## src/rtl/rpn_stack_sequencer_if.sv

```systemverilog
// Token stream, Stack strobes and result/error status between a token source,
// the RPN sequencer and one Stack instance. State exposes the sequencer FSM for debug.
interface rpn_stack_sequencer_if #(
    parameter int DATA_WIDTH = 4
);
    logic                  Tok_Valid;
    logic                  Tok_Ready;
    logic                  Tok_IsOp;
    logic [DATA_WIDTH-1:0] Tok_Data;
    logic                  Stk_Push;
    logic                  Stk_Pop;
    logic [DATA_WIDTH-1:0] Stk_Data_In;
    logic [DATA_WIDTH-1:0] Stk_Data_Out;
    logic                  Stk_Full;
    logic                  Stk_Empty;
    logic [DATA_WIDTH-1:0] Result;
    logic                  Result_Valid;
    logic                  Error;
    logic [1:0]            Err_Code;
    logic [2:0]            State;

    // Token handshake: a token transfers on a rising edge where Tok_Valid and
    // Tok_Ready are both 1; the source holds Tok_IsOp/Tok_Data stable while Tok_Valid=1.
    modport slave (
        input  Tok_Valid, Tok_IsOp, Tok_Data, Stk_Data_Out, Stk_Full, Stk_Empty,
        output Tok_Ready, Stk_Push, Stk_Pop, Stk_Data_In, Result, Result_Valid,
               Error, Err_Code, State
    );

    modport master (
        output Tok_Valid, Tok_IsOp, Tok_Data, Stk_Data_Out, Stk_Full, Stk_Empty,
        input  Tok_Ready, Stk_Push, Stk_Pop, Stk_Data_In, Result, Result_Valid,
               Error, Err_Code, State
    );
endinterface

```

## src/rtl/rpn_stack_sequencer.sv

```systemverilog
// Postfix evaluator in front of a Stack: operands are pushed, operators pop B then A,
// compute, and push the result. Under/overflow and bad opcodes lock into a sticky error.
module rpn_stack_sequencer #(
    parameter int DATA_WIDTH = 4
) (
    input  logic                 Clk,
    input  logic                 RstN,
    rpn_stack_sequencer_if.slave bus
);
    typedef enum logic [2:0] {
        IDLE    = 3'd0,
        PUSH_OP = 3'd1,
        POP_B   = 3'd2,
        CAP_B   = 3'd3,
        POP_A   = 3'd4,
        CAP_A   = 3'd5,
        PUSH_R  = 3'd6,
        ERR     = 3'd7
    } state_t;

    state_t                state_q, state_d;
    logic [DATA_WIDTH-1:0] b_q, b_d;
    logic [2:0]            op_q, op_d;
    logic                  ready_q, ready_d;
    logic                  push_q, push_d;
    logic                  pop_q, pop_d;
    logic [DATA_WIDTH-1:0] din_q, din_d;
    logic [DATA_WIDTH-1:0] result_q, result_d;
    logic                  rv_q, rv_d;
    logic                  error_q, error_d;
    logic [1:0]            code_q, code_d;
    logic [DATA_WIDTH-1:0] alu_r;

    // A arrives on Stk_Data_Out during CAP_A, so the result is formed from it directly.
    always_comb begin
        alu_r = '0;
        case (op_q)
            3'd0:    alu_r = bus.Stk_Data_Out + b_q;
            3'd1:    alu_r = bus.Stk_Data_Out - b_q;
            3'd2:    alu_r = bus.Stk_Data_Out & b_q;
            3'd3:    alu_r = bus.Stk_Data_Out | b_q;
            3'd4:    alu_r = bus.Stk_Data_Out ^ b_q;
            default: alu_r = '0;
        endcase
    end

    always_comb begin
        state_d  = state_q;
        b_d      = b_q;
        op_d     = op_q;
        din_d    = din_q;
        result_d = result_q;
        code_d   = code_q;
        case (state_q)
            IDLE: begin
                if (bus.Tok_Valid && ready_q) begin
                    if (!bus.Tok_IsOp) begin
                        if (bus.Stk_Full) begin
                            state_d = ERR;
                            code_d  = 2'b10;
                        end else begin
                            din_d   = bus.Tok_Data;
                            state_d = PUSH_OP;
                        end
                    end else if (bus.Tok_Data > DATA_WIDTH'(4)) begin
                        state_d = ERR;
                        code_d  = 2'b11;
                    end else if (bus.Stk_Empty) begin
                        state_d = ERR;
                        code_d  = 2'b01;
                    end else begin
                        op_d    = bus.Tok_Data[2:0];
                        state_d = POP_B;
                    end
                end
            end
            PUSH_OP: state_d = IDLE;
            POP_B:   state_d = CAP_B;
            CAP_B: begin
                b_d = bus.Stk_Data_Out;
                // Empty after taking B means there is no A to pair it with.
                if (bus.Stk_Empty) begin
                    state_d = ERR;
                    code_d  = 2'b01;
                end else begin
                    state_d = POP_A;
                end
            end
            POP_A: state_d = CAP_A;
            CAP_A: begin
                din_d    = alu_r;
                result_d = alu_r;
                state_d  = PUSH_R;
            end
            PUSH_R:  state_d = IDLE;
            ERR:     state_d = ERR;
            default: state_d = IDLE;
        endcase

        // Outputs are registered, so they are decoded from the state being entered.
        ready_d = (state_d == IDLE);
        push_d  = (state_d == PUSH_OP) || (state_d == PUSH_R);
        pop_d   = (state_d == POP_B) || (state_d == POP_A);
        rv_d    = (state_d == PUSH_R);
        error_d = (state_d == ERR);
    end

    always_ff @(posedge Clk) begin
        if (!RstN) begin
            state_q  <= IDLE;
            b_q      <= '0;
            op_q     <= '0;
            ready_q  <= 1'b0;
            push_q   <= 1'b0;
            pop_q    <= 1'b0;
            din_q    <= '0;
            result_q <= '0;
            rv_q     <= 1'b0;
            error_q  <= 1'b0;
            code_q   <= 2'b00;
        end else begin
            state_q  <= state_d;
            b_q      <= b_d;
            op_q     <= op_d;
            ready_q  <= ready_d;
            push_q   <= push_d;
            pop_q    <= pop_d;
            din_q    <= din_d;
            result_q <= result_d;
            rv_q     <= rv_d;
            error_q  <= error_d;
            code_q   <= code_d;
        end
    end

    assign bus.Tok_Ready    = ready_q;
    assign bus.Stk_Push     = push_q;
    assign bus.Stk_Pop      = pop_q;
    assign bus.Stk_Data_In  = din_q;
    assign bus.Result       = result_q;
    assign bus.Result_Valid = rv_q;
    assign bus.Error        = error_q;
    assign bus.Err_Code     = code_q;
    assign bus.State        = state_q;
endmodule

```

## src/flat_wrapper.sv

```systemverilog
// flat-port wrapper written by rule: the top's interface ports become plain ports
module rpn_stack_sequencer_flat 
#(
    parameter int DATA_WIDTH = 4
)
  (Clk, RstN, bus_Tok_Valid, bus_Tok_IsOp, bus_Tok_Data, bus_Stk_Data_Out, bus_Stk_Full, bus_Stk_Empty, bus_Tok_Ready, bus_Stk_Push, bus_Stk_Pop, bus_Stk_Data_In, bus_Result, bus_Result_Valid, bus_Error, bus_Err_Code, bus_State);
  rpn_stack_sequencer_if #(.DATA_WIDTH(DATA_WIDTH)) bus_i ();
  input  logic Clk;
  input  logic RstN;
  input wire logic [$bits(bus_i.Tok_Valid)-1:0] bus_Tok_Valid;
  input wire logic [$bits(bus_i.Tok_IsOp)-1:0] bus_Tok_IsOp;
  input wire logic [$bits(bus_i.Tok_Data)-1:0] bus_Tok_Data;
  input wire logic [$bits(bus_i.Stk_Data_Out)-1:0] bus_Stk_Data_Out;
  input wire logic [$bits(bus_i.Stk_Full)-1:0] bus_Stk_Full;
  input wire logic [$bits(bus_i.Stk_Empty)-1:0] bus_Stk_Empty;
  output wire logic [$bits(bus_i.Tok_Ready)-1:0] bus_Tok_Ready;
  output wire logic [$bits(bus_i.Stk_Push)-1:0] bus_Stk_Push;
  output wire logic [$bits(bus_i.Stk_Pop)-1:0] bus_Stk_Pop;
  output wire logic [$bits(bus_i.Stk_Data_In)-1:0] bus_Stk_Data_In;
  output wire logic [$bits(bus_i.Result)-1:0] bus_Result;
  output wire logic [$bits(bus_i.Result_Valid)-1:0] bus_Result_Valid;
  output wire logic [$bits(bus_i.Error)-1:0] bus_Error;
  output wire logic [$bits(bus_i.Err_Code)-1:0] bus_Err_Code;
  output wire logic [$bits(bus_i.State)-1:0] bus_State;
  assign bus_i.Tok_Valid = bus_Tok_Valid;
  assign bus_i.Tok_IsOp = bus_Tok_IsOp;
  assign bus_i.Tok_Data = bus_Tok_Data;
  assign bus_i.Stk_Data_Out = bus_Stk_Data_Out;
  assign bus_i.Stk_Full = bus_Stk_Full;
  assign bus_i.Stk_Empty = bus_Stk_Empty;
  assign bus_Tok_Ready = bus_i.Tok_Ready;
  assign bus_Stk_Push = bus_i.Stk_Push;
  assign bus_Stk_Pop = bus_i.Stk_Pop;
  assign bus_Stk_Data_In = bus_i.Stk_Data_In;
  assign bus_Result = bus_i.Result;
  assign bus_Result_Valid = bus_i.Result_Valid;
  assign bus_Error = bus_i.Error;
  assign bus_Err_Code = bus_i.Err_Code;
  assign bus_State = bus_i.State;
  rpn_stack_sequencer #(.DATA_WIDTH(DATA_WIDTH)) u_core (.Clk(Clk), .RstN(RstN), .bus(bus_i));
endmodule
```

## config.mk

```make
export PLATFORM = sky130hd
export DESIGN_NAME = rpn_stack_sequencer_flat
export DESIGN_NICKNAME = d
export VERILOG_FILES = /design/src/rtl/rpn_stack_sequencer_if.sv /design/src/rtl/rpn_stack_sequencer.sv /design/src/flat_wrapper.sv
export SDC_FILE = /design/constraint.sdc
export NUM_CORES = 1
export LEC_CHECK = 0
export ABC_AREA = 1
export CORE_UTILIZATION = 39
export DETAILED_ROUTE_END_ITERATION = 8
export GPL_ROUTABILITY_DRIVEN = 0
export PLACE_DENSITY = 0.67
export SLEW_MARGIN = 40
export SYNTH_ARGS = -nofsm -noshare
export SYNTH_HDL_FRONTEND = slang
export SYNTH_SLANG_ARGS = --single-unit
export TNS_END_PERCENT = 30
```

## constraint.sdc

```tcl
create_clock -name Clk -period 2 [get_ports Clk]
set_input_delay 0.2 -clock Clk [delete_from_list [all_inputs] [get_ports Clk]]
set_output_delay 0.2 -clock Clk [all_outputs]
set_load 0.01 [all_outputs]
```

# [Yosys cells after proc, flatten, opt, wreduce, memory -nomap -nowiden]
# Cells that the tools add are included.
[totals] latchBits=0 out_inout_bits=18 mem_bits_ro=0 word_cells=69 reg_bits=25 input_bits=14 n_memories=0 ram_bits=0
[op_classes] n_addsub=2 div=0 bitwise=5 n_eq_ne=20 order_cmp=1 n_mul=0 n_mux=18 reduce_logical=12 n_shift=0
[op_table] operator="$eq 3x3->1 const B" n=8
[op_table] operator="$pmux 3 s7" n=1
[op_table] operator="$pmux 4 s5" n=1
[op_table] operator="$eq 3x2->1 const B" n=5
[op_table] operator="$mux 3" n=5
[op_table] operator="$mux 2" n=6
[op_table] operator="$mux 4" n=3
[op_table] operator="$eq 3x1->1 const B" n=3
[op_table] operator="$logic_not 3->1" n=3
[op_table] operator="$pmux 4 s2" n=1
[op_table] operator="$reduce_and 5->1" n=1
[op_table] operator="$add 4x4->4" n=1
[op_table] operator="$and 4x4->4" n=1
[op_table] operator="$gt 4x3->1 const B" n=1
[op_table] operator="$ne 2x2->1 const B" n=2
[op_table] operator="$or 4x4->4" n=1
[op_table] operator="$pmux 2 s2" n=1
[op_table] operator="$reduce_and 4->1" n=1
[op_table] operator="$reduce_bool 2->1" n=2
[op_table] operator="$sub 4x4->4" n=1
[op_table] operator="$xor 4x4->4" n=1
[op_table] operator="$ne 3x3->1 const B" n=1
[op_table] operator="$reduce_and 3->1" n=1
[op_table] operator="$logic_or 1x1->1" n=2
[op_table] operator="4 further kinds" n=5

# [Depth between registers and ports, before layout]
# Gate-level depths: netlist (run 1).
[logic_depth] ltp_word=7 depth_mapped=15 mapped_depth_nobuf=15

# [Worst setup path after synthesis (run 1)]
# Ideal clock, no wire load.
[synth_timing] kind="register to register" start="reg u_core.b_q[0]" end="reg u_core.result_q[2], in the netlist u_core.bus.Result[2]" slack_ns=0.095 stages_incl_launch_ff=11 synth_period_minus_slack_ns=1.905 n_path_buf=0 t_arrival_ns=1.773 required_ns=1.868 setup_ns=0.132 cell_sequence="dfxtp_1 > inv_1 > ha_1 > nand2_1 > o21ai_0 > fa_1 > xnor2_1 > nand2_1 > nand2_1 > o21ai_0 > a21oi_1"
[synth_between] elab_chain_cells=2 word_cells_on_any_way=3 cone_classes="add/sub (2); mux (1)"
[synth_rtl] element="start, declared" line="rpn_stack_sequencer.sv:22" rtl="logic [DATA_WIDTH-1:0] b_q, b_d;"
[synth_rtl] element="start signal, assigned" line="rpn_stack_sequencer.sv:111" rtl="b_q <= '0;"
[synth_rtl] element="start signal, assigned" line="rpn_stack_sequencer.sv:123" rtl="b_q <= b_d;"
[synth_rtl] element="$sub 4x4->4 / $add 4x4->4 (equally long branches)" line="rpn_stack_sequencer.sv:39, rpn_stack_sequencer.sv:38"
[synth_rtl] element="$pmux 4 s5 (*)" line="rpn_stack_sequencer.sv:37" rtl="case (op_q)"
[synth_rtl] element="end signal, assigned" line="rpn_stack_sequencer.sv:129" rtl="result_q <= result_d;"
[synth_rtl] element="end, declared" line="rpn_stack_sequencer.sv:28" rtl="logic [DATA_WIDTH-1:0] result_q, result_d;"
# Mark *: on every way between the ends. The rest lies on a longest branch, timed or not.
# A chain may end at the register's enable or synchronous reset.

# [Worst setup path in the final report (run 1)]
[layout_timing] start="reg u_core.b_q[1]" end="reg u_core.result_q[3], in the netlist u_core.bus.Result[3]"
# Same word-level chain as after synthesis.

==> reports/summary.md, run 1 <==
Detailed placement ended at an HPWL of 2520 microns. In the routed layout, each cell is associated on average with a via count of 4.77. Max-cap violations in this run came to 0. The clock transition at the register clock pins on the worst setup and hold paths after CTS is 0.09 ns. The initial core utilization came out at 0.417.

Global-route congestion overflow total: 0. Timing analysis after detailed placement gives a worst setup slack of -0.0473 ns. Row generation in the floorplan step produced 21 rows.

The tools report the hold violation count in the final report as 0. The maximum fanout count along the critical path was 3. After detailed routing, the average wire length per cell comes to 11.3 microns. The mean cell area of the mapped netlist is 7.18 sq um, and the total number of clock tree sinks is 25.

The cell area that synthesis handed to floorplanning was 1440 sq um. For the register area share after synthesis, the log shows 0.349. The worst hold path stage count is 2, and the synthesis warning total is 0. The detail route stage leaves a number of antenna-violating nets equal to 0. STA puts the critical path data required time at 2.20 ns. The repair_antennas step left the layout with diodes totalling 0. Counting tap cells, the placed design contains a total of 289 instances. The top cell types in the final layout, fill and taps aside, are 37 x sky130_fd_sc_hd__nand2_1, 31 x sky130_fd_sc_hd__clkdlybuf4s50_1, 28 x sky130_fd_sc_hd__inv_1. Power spread over the standard cell area amounts to 756 nW/um^2.

During placement, the flow inserted port buffers numbering 31. For the DRC marker count from the first detailed-route iteration, the log shows 41. Measured along the x axis, the die boundary spans 62.7 microns. The area growth from synthesis to final layout is 39.1%, and the first-pass GRT wire length is 5770 microns. The logs give 0.317 for the fraction of met2 tracks used by global routing and 0 for the number of buffers added to fix hold violations after cts. Counting cells, the worst reg-to-reg path comes to 15. The count of H-tree levels built during CTS came out at 1.

The post-synthesis cell count was 200; the worst-margin pin slew was 0.508 ns. Once routing completed, OpenROAD measured the worst setup slack at 0.0306 ns. The overall fraction of global-route tracks in use is 0.185, and the final routed DRC violation total is 0.

The tools report the arrival time at the worst endpoint as 2.17 ns. Worst min-delay path class: flip-flop to flip-flop. The worst IR drop on VDD is 0.000543 V, and the reported leakage power is 0.000873 uW.

The tools report the met3 track demand over resource as 0.0420. STA classifies the critical path startpoint as a flip-flop. Maximum number of buffers from clock root to sink: 2.

The kind of end point of the critical path is a flip-flop. Detailed routing inserted a total of 1398 vias. The run gives 0.660 as the worst slew margin relative to its limit. Total length of routed wires: 3300 microns. The core region is 3440 sq um. Before antenna repair, the detailed router went through 4 iterations.

The run finished with clean final reports. The die is 62.7 microns tall. Leaving out filler cells and counting taps, the final layout contains 293.

The number of global-route vias before repair came out at 1352. Setup repair after global routing could not meet its margin everywhere. The fraction of layout cells with a size suffix above 1 is 0.182, and the flip-flop and latch count after synthesis is 25. The die covers 3930 sq um. The logs give 0 for the max-slew violation total from the final report and 275 for the final net count. Synthesis produced a netlist with a net count of 227. The number of buffers created by CTS was 3; the insertion delay of the later-clocked pin in the worst-skew pair was 0.26 ns. The post-route clock period utilization came out at 0.985.

The upper clock frequency limit came out at 508 MHz. The routed design could run at a clock period as short as 1.97 ns. The final count of negative-setup-slack endpoints came out at 0. For the total negative slack, the log shows 0 ns.

The met1 global-route usage was 0.230. The library cell used most frequently in the layout, excluding fill and tap cells, is sky130_fd_sc_hd__nand2_1. The critical path class was flip-flop to flip-flop. TritonCTS built the clock tree. The root buffer cell chosen for the clock tree is sky130_fd_sc_hd__clkbuf_8. The worst clock skew on the final layout was 0.00174 ns; the total I/O pin count was 32. Final hold analysis gives a worst-case slack of 0.466 ns. The initial antenna violation count is 0.

For the count of distinct cell types in the synthesized netlist, the log shows 29. The maximum number of pins on one net before global-route repair was 14. The layer flagged by global routing as most heavily used is met2.
-- state kept, by name, indices dropped and copies added, names as in the netlist, 2 cells and up --
signal                  count
u_core.op_q                 3
u_core.bus.State            3
u_core.bus.Stk_Data_In      4
u_core.b_q                  4
u_core.bus.Err_Code         2
u_core.bus.Result           4
-- where the power goes --
group	switching (uW)	internal [uW]	leakage, uW
Combinational	314	286	0.000647
Clock	156	142	0.0000228
Sequential	46.5	563	0.000204
-- area by class of cell --
class	instances	area (sq um)
flip-flops and latches	25	503
well taps	46	57.6
repair buffers	45	415
fillers	321	1450
inverters	34	129
multi-input cells	139	846
clock buffers	4	45.0
-- worst paths after layout --
| path | end | slack [ns] | start |
|---|---|---|---|
| min reg2reg | u_core.bus.Err_Code[1] | 0.47 | u_core.bus.Err_Code[1] |
| max reg2reg | u_core.bus.Result[3] | 0.03 | u_core.b_q[1] |
| min | u_core.bus.Err_Code[1] | 0.47 | u_core.bus.Err_Code[1] |
| max | u_core.bus.Result[3] | 0.03 | u_core.b_q[1] |
-- critical path, cell delays in order (launching register included) --
cell                      delay [ns]
sky130_fd_sc_hd__dfxtp_2        0.35
sky130_fd_sc_hd__inv_2          0.05
sky130_fd_sc_hd__ha_4           0.15
sky130_fd_sc_hd__inv_2          0.04
sky130_fd_sc_hd__nand2_2        0.05
sky130_fd_sc_hd__xor2_1         0.14
sky130_fd_sc_hd__ha_1           0.32
sky130_fd_sc_hd__nand2_1        0.10
sky130_fd_sc_hd__nor2_1         0.06
sky130_fd_sc_hd__nor2_2         0.13
sky130_fd_sc_hd__inv_1          0.05
sky130_fd_sc_hd__nand2_1        0.08
sky130_fd_sc_hd__nand3_2        0.07
sky130_fd_sc_hd__nand2_2        0.10
sky130_fd_sc_hd__nand2_2        0.07
sky130_fd_sc_hd__a21oi_2        0.15
-- cells in the mapped netlist, drive strengths merged --
| cell | number | share of area |
|---|---|---|
| a21oi | 24 | 0.084 |
| a22oi | 1 | 0.0052 |
| and3 | 1 | 0.0044 |
| clkbuf | 2 | 0.0078 |
| clkinv | 1 | 0.0035 |
| dfxtp | 25 | 0.35 |
| fa | 1 | 0.014 |
| ha | 12 | 0.10 |
| inv | 33 | 0.086 |
| nand2 | 42 | 0.11 |
| nand3 | 11 | 0.042 |
| nand3b | 1 | 0.0052 |
| nand4 | 1 | 0.0044 |
| nor2 | 17 | 0.053 |
| nor3 | 1 | 0.0070 |
| nor3b | 1 | 0.013 |
| o211ai | 2 | 0.010 |
| o21ai | 20 | 0.072 |
| o22ai | 1 | 0.0044 |
| or2 | 1 | 0.0044 |
| xnor2 | 1 | 0.0061 |
| xor2 | 1 | 0.0061 |
-- through the flow --
stage               area (sq um)   util  power, uW
floorplan                   1440      -        969
global placement            1900  0.551       1200
detailed placement          1900  0.551       1200
CTS                         1940  0.565       1500
global route                2000  0.580       1640
finish                      2000  0.580       1510
-- metal layers --
layer / vias to the layer above / part of all wire
li1: 734 / -
met5: - / 0
met3: 2 / 0.033
met2: 26 / 0.48
met1: 636 / 0.49
met4: 0 / 0.0024
-- what timing repair did --
item	4_1_cts	5_1_grt
buffers inserted	0	0
endpoints found under the setup margin	6	6
cloned	0	0
resized for setup	3	17
pin swaps	0	9
-- cell families (layout without fill, tap and decap cells) --
logic type | Yosys count | count (layout) | share of synthesized area
AND/OR/NAND/NOR | 76 | 76 | 0.247
AO/OA/AOI/OAI | 48 | 48 | 0.176
buffers and inverters | 36 | 83 | 0.0976
flip-flops | 25 | 25 | 0.349
adder cells (fa/ha/maj) | 13 | 13 | 0.119
XOR/XNOR | 2 | 2 | 0.0122
(Power assumes the default switching activity.)
==> run 2, diff against run 1 <==
- CTS_BUF_LIST: default -> sky130_fd_sc_hd__clkbuf_8
==> reports/summary.md, run 2 (same netlist as run 1, synthesis figures left out) <==
The flow ran to the end, and the final reports show no timing, DRC or antenna violations. The final layout contains 275 nets. The number of cells on the worst reg-to-reg path is 15.

The average wire per cell in the routed design is 11.3 microns, and the placed instance area is 1900 sq um. For the worst-skew pair, the clock arrives at the later sink with an insertion delay of 0.26 ns. The run gives 0.000877 uW as the reported leakage power. The layer flagged by global routing as most heavily used is met2. The number of core rows is 21, and the global-route congestion overflow total is 0. The tools report the critical path startpoint category as a flip-flop. Setup repair after global routing could not meet its margin everywhere.

Including well taps, the total number of placed cells is 289. At the worst endpoint, the arrival time is 2.17 ns. Remaining antenna violation count: 0.

In this run the critical register-to-register path is captured at u_core.bus.Result[3]. 0 antenna diodes ended up in the layout. The maximum fanout count along the critical path was 3. The ratio of total power to cell area is 754 nW/um^2. The critical path starts at u_core.b_q[1]. The tool flagged a number of max-cap violations equal to 0. For the area inside the core boundary, the log shows 3440 sq um. The most prevalent standard cell on the critical path was sky130_fd_sc_hd__nand2_2. Buffers added to address setup during post-CTS repair amount to 0. Worst-margin pin slew: 0.509 ns. The count of buffers added on input and output ports is 31. The final layout contains routed wiring with a total length of 3300 microns. The run gives 2000 sq um as the summed area of non-filler cells in the final layout. The top cell types in the final layout, fill and taps aside, are 37 x sky130_fd_sc_hd__nand2_1, 31 x sky130_fd_sc_hd__clkdlybuf4s50_1, 29 x sky130_fd_sc_hd__inv_1. For this run, the top clock speed supported by timing is 508 MHz. The kind of end point of the critical path was a flip-flop. Registers take 503 sq um. The final route contains 1398 vias. Measured along the y axis, the die boundary spans 62.7 microns.

By startpoint and endpoint, the worst setup path is classified as flip-flop to flip-flop. The run gives 2 as the maximum number of buffers from clock root to sink. The logs give 2520 microns for the estimated wirelength of the detail-placed design and 321 for the number of filler cells placed in the layout. The tools report the buffer type at the clock tree root as sky130_fd_sc_hd__clkbuf_8. Setup slack on the critical path of the routed design comes to 0.0334 ns.

In the final timing run, aggregate negative setup slack is 0 ns. The width of the die came out at 62.7 microns. The most critical setup path has its endpoint at u_core.bus.Result[3].

The logs give 0.659 for the worst slew margin relative to its limit and 0 for the max-slew violation total from the final report. For this design, the sink count on the clock tree is 25. 32 I/O pins were placed. The tools report the number of buffers added to fix hold violations after cts as 0. The area growth from synthesis to final layout is 39.1%. The master of the slowest instance on the critical path was sky130_fd_sc_hd__dfxtp_2.

The fraction of layout cells with a size suffix above 1 is 0.182, and the post-route clock period utilization is 0.983. The tools report the DRC marker count from the first detailed-route iteration as 42. The met3 track demand over resource came out at 0.0420. After clock tree synthesis, the clock-pin slew on the worst setup and hold paths is 0.09 ns. The logs give 3930 sq um for the die footprint and 293 for the number of cells in the finished layout apart from fillers. The worst slack at placement came out at -0.0473 ns. TritonCTS built the clock tree. The initial antenna violation count came out at 0. Traced cell by cell, the critical path runs through inv_2, ha_4, inv_2, nand2_2, xor2_1, ha_1, nand2_1, nor2_1, nor2_2, inv_1, nand2_1, nand3_2, nand2_2, nand2_2, a21oi_2.

The logs give 0 for the hold violation count in the final report and 1 for the count of H-tree levels built during CTS. In this run the critical register-to-register path is launched from u_core.b_q[1]. The setup slack of the worst register-to-register path is 0.03 ns, and the first-pass GRT wire length is 5770 microns.

For this run, design rule violations remaining after detail routing come to 0. The worst clock skew on the final layout is 0.00197 ns. On the worst path, the slowest cell contributes a delay of 0.34 ns.

For the worst setup path, the data required time is 2.20 ns. The maximum number of pins on one net before global-route repair was 14; the total iterations of the first detailed-routing run was 4. The average vias per placed instance was 4.77. The area of the multi-input gates came out at 846 sq um. Worst min-delay path class: flip-flop to flip-flop. The met1 global-route usage was 0.230.

Overall fraction of global-route tracks in use: 0.185. The final count of negative-setup-slack endpoints came out at 0. Worst IR drop on VDD: 0.000540 V.

The library cell used most frequently in the layout, excluding fill and tap cells, is sky130_fd_sc_hd__nand2_1. The tools report the fraction of met2 tracks used by global routing as 0.317. Number of global-route vias before repair: 1352.

The worst hold path begins at u_core.bus.Err_Code[1]. Counting the buffers created by CTS gives 3. Subtracting the final worst setup slack from the clock period gives 1.97 ns. The initial core utilization came out at 0.417.
run 2: cell types whose count changed in the layout (fill, tap and decap cells not counted), sizes merged:
cell    delta
clkbuf     -1
inv        +1
run 2: area by class of cell:
| cell class | instances | share of cell area |
|---|---|---|
| Clock buffer | 3 | 0.0207 |
| Multi-Input combinational cell | 139 | 0.424 |
| Tap cell | 46 | 0.0288 |
| Inverter | 34 | 0.0646 |
| Timing Repair Buffer | 45 | 0.208 |
| Clock inverter | 1 | 0.00188 |
| Sequential cell | 25 | 0.252 |
run 2: metrics by stage:
stage	util	hold slack, ns	power [uW]
6_report	0.580	0.466	1500
5_1_grt	0.580	0.489	1630
4_1_cts	0.565	0.470	1500
3_5_place_dp	0.551	0.455	1200
3_3_place_gp	0.551	0.452	1200
2_1_floorplan	-	0.338	969
run 2: worst min-delay path by stage:
stage	end	slack, ns	cells after the start
floorplan	u_core.b_q[0]	0.34	2
global placement	u_core.bus.Err_Code[1]	0.45	2
detailed placement	u_core.bus.Err_Code[1]	0.46	2
CTS	u_core.bus.Err_Code[1]	0.47	2
global route	u_core.bus.Result[0]	0.49	2
finish	u_core.bus.Err_Code[1]	0.47	2
run 2: per-layer routing:
layer | part of all wire | wire length [microns]
met5 | 0 | 0
met4 | 0.0024 | 8
met3 | 0.034 | 112
met2 | 0.48 | 1570
met1 | 0.49 | 1610
run 2: what timing repair did:
item / 4_1_cts / 5_1_grt
endpoints found under the setup margin: 6 / 6
pin swaps: 0 / 9
gates cloned: 0 / 0
resized for setup: 3 / 17
run 2: report_power, final:
group | leakage [uW] | total, uW | internal (uW) | switching [uW]
sequential | 0.000204 | 610 | 563 | 46.4
combinational | 0.000647 | 600 | 286 | 314
clock | 0.0000269 | 295 | 137 | 158
total | 0.000877 | 1500 | 986 | 519
run 2: critical path: cells and delay by family (launching register included):
kind / cells / cell delay [ns]
xor+xnor: 1 / 0.14
buf+inv: 3 / 0.14
simple gates: 8 / 0.66
flops: 1 / 0.34
fa+ha+maj: 2 / 0.47
compound gates: 1 / 0.15
==> run 3, diff against run 2 <==
- PLACE_DENSITY: 0.67 -> default
- clock period: 2 -> 2.4 ns (I/O delays scaled with it)
==> reports/summary.md, run 3 (same netlist as run 1, synthesis figures left out) <==
The run finished with clean final reports. The worst slew margin relative to its limit was 0.683; the total negative slack was 0 ns. Number of maximum-capacitance constraint violations: 0. The total via count in the routed design was 1377; the average wire per cell in the routed design was 12.2 microns. The wire-length estimate of the detail-placed layout is 2690 microns.

DRC marker count from the first detailed-route iteration: 76. STA classifies the critical path startpoint as a flip-flop. Setup slack of the worst register-to-register path: 0.28 ns. The number of buffers inserted by post-CTS setup repair is 0.

In the routed design, unresolved DRC markers number 0. The hold violation count in the final report was 0; the shortest period the worst path allows was 2.12 ns. Leaving out fill and tap cells, the most frequent cells in the layout are 40 x sky130_fd_sc_hd__nand2_1, 32 x sky130_fd_sc_hd__inv_1, 31 x sky130_fd_sc_hd__clkdlybuf4s50_1. The tightest min-delay check is of the flip-flop to flip-flop type. Counting cells, the worst reg-to-reg path comes to 15. In this run the deepest clock path goes through 2 buffers. The final worst slack came out at 0.284 ns. The die covers 3930 sq um. The width of the die is 62.7 microns, and the number of gates resized after CTS is 0. The first detailed-routing pass ran for 4 iterations. In the final layout, the multi-input gates occupy 795 sq um. The reported leakage power was 0.000806 uW. Clock tree synthesis inserted a total of 3 buffers. The count of buffers added on input and output ports is 31.

The clock transition at the register clock pins on the worst setup and hold paths after CTS was 0.09 ns. Dividing the detail-routed via count by the number of cells gives 4.92. The post-route clock period utilization came out at 0.882. The maximum fanout count along the critical path is 4, and the max-slew violation total from the final report is 0.

The ratio of total power to cell area came out at 668 nW/um^2. At the worst endpoint, the arrival time is 2.32 ns. The floorplan has 21 rows. The logs give 0 for the initial antenna violation count and 0.000357 V for the worst IR drop on VDD. The filler cells instantiated in the layout total 359.

Hold repair after CTS inserted 0 buffers. STA puts the critical path data required time at 2.60 ns. The area growth from synthesis to layout is 28.5%. Number of global-route vias before repair: 1395.

The startpoint identified for the worst register-to-register timing path is u_core.b_q[0]. The remaining antenna violation count came out at 0. The most common cell after layout, fill and taps aside was sky130_fd_sc_hd__nand2_1. The run gives 0.198 as the overall fraction of global-route tracks in use.

Critical path class: flip-flop to flip-flop. The first-pass GRT wire length is 6130 microns, and the total I/O pin count is 32. The run gives 0.417 as the initial core utilization.

The core occupancy in the finished layout was 0.536. The origin of the worst setup path was u_core.b_q[0]. The fraction of layout cells with a size suffix above 1 works out to 0.0726. The worst slack at placement was 0.249 ns; the final count of negative-setup-slack endpoints was 0. Global-route congestion overflow total: 0.

STA classifies the critical path endpoint as a flip-flop. The upper clock frequency limit is 472 MHz, and the count of H-tree levels built during CTS is 1. The floorplan step set the die height to 62.7 microns.

Entering global routing, the biggest net connects 14 pins. Clock tree synthesis selected as its root buffer the cell sky130_fd_sc_hd__clkbuf_8. The logs give 500 sq um for the register area and 25 for the total number of clock tree sinks.

Setup repair after global routing left no endpoint under its margin. The tools report the antenna diode instance count as 0. For the worst-skew pair, the clock arrives at the later sink with an insertion delay of 0.28 ns. After the last flow step, the layout net total stands at 262.

The tools report the area inside the core boundary as 3440 sq um. TritonCTS built the clock tree. Worst clock skew on the final layout: 0.0102 ns. End point of the critical path: u_core.bus.Stk_Data_In[3].

In this run the critical register-to-register path is captured at u_core.bus.Stk_Data_In[3]. Final hold analysis gives a worst-case slack of 0.470 ns. The final layout contains routed wiring with a total length of 3410 microns. For the pin with the worst max-slew slack, the measured transition is 0.471 ns.
-- run 3: changes by cell type in the layout (fill, tap and decap cells not counted), moves of 2 or more --
cell,before,now
sky130_fd_sc_hd__inv_1,29,32
sky130_fd_sc_hd__inv_2,5,2
sky130_fd_sc_hd__o21ai_0,16,18
sky130_fd_sc_hd__nand2_1,37,40
sky130_fd_sc_hd__buf_4,14,1
sky130_fd_sc_hd__nand2_2,5,2
sky130_fd_sc_hd__nand3_1,8,10
sky130_fd_sc_hd__dfxtp_2,2,0
sky130_fd_sc_hd__a21oi_1,22,24
sky130_fd_sc_hd__dfxtp_1,23,25
sky130_fd_sc_hd__a21oi_2,2,0
-- run 3: area by class of cell --
class	count	share of cell area
Inverter	34	0.0699
Sequential cell	25	0.271
Clock inverter	1	0.00204
Timing Repair Buffer	32	0.172
Clock buffer	3	0.0224
Multi-Input combinational cell	139	0.431
Tap cell	46	0.0312
-- run 3: where the power goes --
part           switching, uW  leakage, uW  internal [uW]  total, uW
clock                    138    0.0000269            115        253
combinational            252     0.000576            218        469
sequential              41.3     0.000203            469        511
-- run 3: per-layer routing --
layer | global-route usage | vias up | share of wire
li1 | - | 718 | -
met1 | 0.233 | 624 | 0.45
met2 | 0.344 | 30 | 0.49
met3 | 0.0438 | 5 | 0.042
met4 | 0.0814 | 0 | 0.014
met5 | 0 | - | 0
-- run 3: how the worst min path moves through the flow --
stage	slack, ns	endpoint	startpoint	depth (start not counted)
global placement	0.45	u_core.bus.Err_Code[1]	u_core.bus.Err_Code[1]	2
global route	0.50	u_core.bus.Result[2]	u_core.bus.Result[2]	2
floorplan	0.38	u_core.b_q[0]	RstN	2
finish	0.47	u_core.bus.Result[1]	u_core.bus.Result[1]	2
CTS	0.47	u_core.bus.Result[0]	u_core.bus.Result[0]	2
detailed placement	0.46	u_core.bus.Result[0]	u_core.bus.Result[0]	2
-- run 3: per-stage QoR --
step / cell area, sq um / total power (uW) / instances
2_1_floorplan: 1440 / 807 / 200
3_3_place_gp: 1800 / 983 / 276
3_5_place_dp: 1800 / 990 / 276
4_1_cts: 1840 / 1240 / 280
5_1_grt: 1840 / 1330 / 280
6_report: 1840 / 1230 / 280
-- run 3: worst max-delay path, stage by stage, from the launching register on --
cell and delay [ns]:
sky130_fd_sc_hd__dfxtp_1 0.41, sky130_fd_sc_hd__inv_1 0.10, sky130_fd_sc_hd__ha_1 0.21, sky130_fd_sc_hd__inv_1 0.05
sky130_fd_sc_hd__nand2_1 0.06, sky130_fd_sc_hd__xor2_1 0.15, sky130_fd_sc_hd__ha_1 0.32, sky130_fd_sc_hd__nand2_1 0.08
sky130_fd_sc_hd__nand2_1 0.05, sky130_fd_sc_hd__nor2_1 0.14, sky130_fd_sc_hd__inv_1 0.05, sky130_fd_sc_hd__nand2_1 0.06
sky130_fd_sc_hd__nand3_1 0.06, sky130_fd_sc_hd__nand2_1 0.09, sky130_fd_sc_hd__nand2_1 0.07, sky130_fd_sc_hd__a21oi_1 0.14
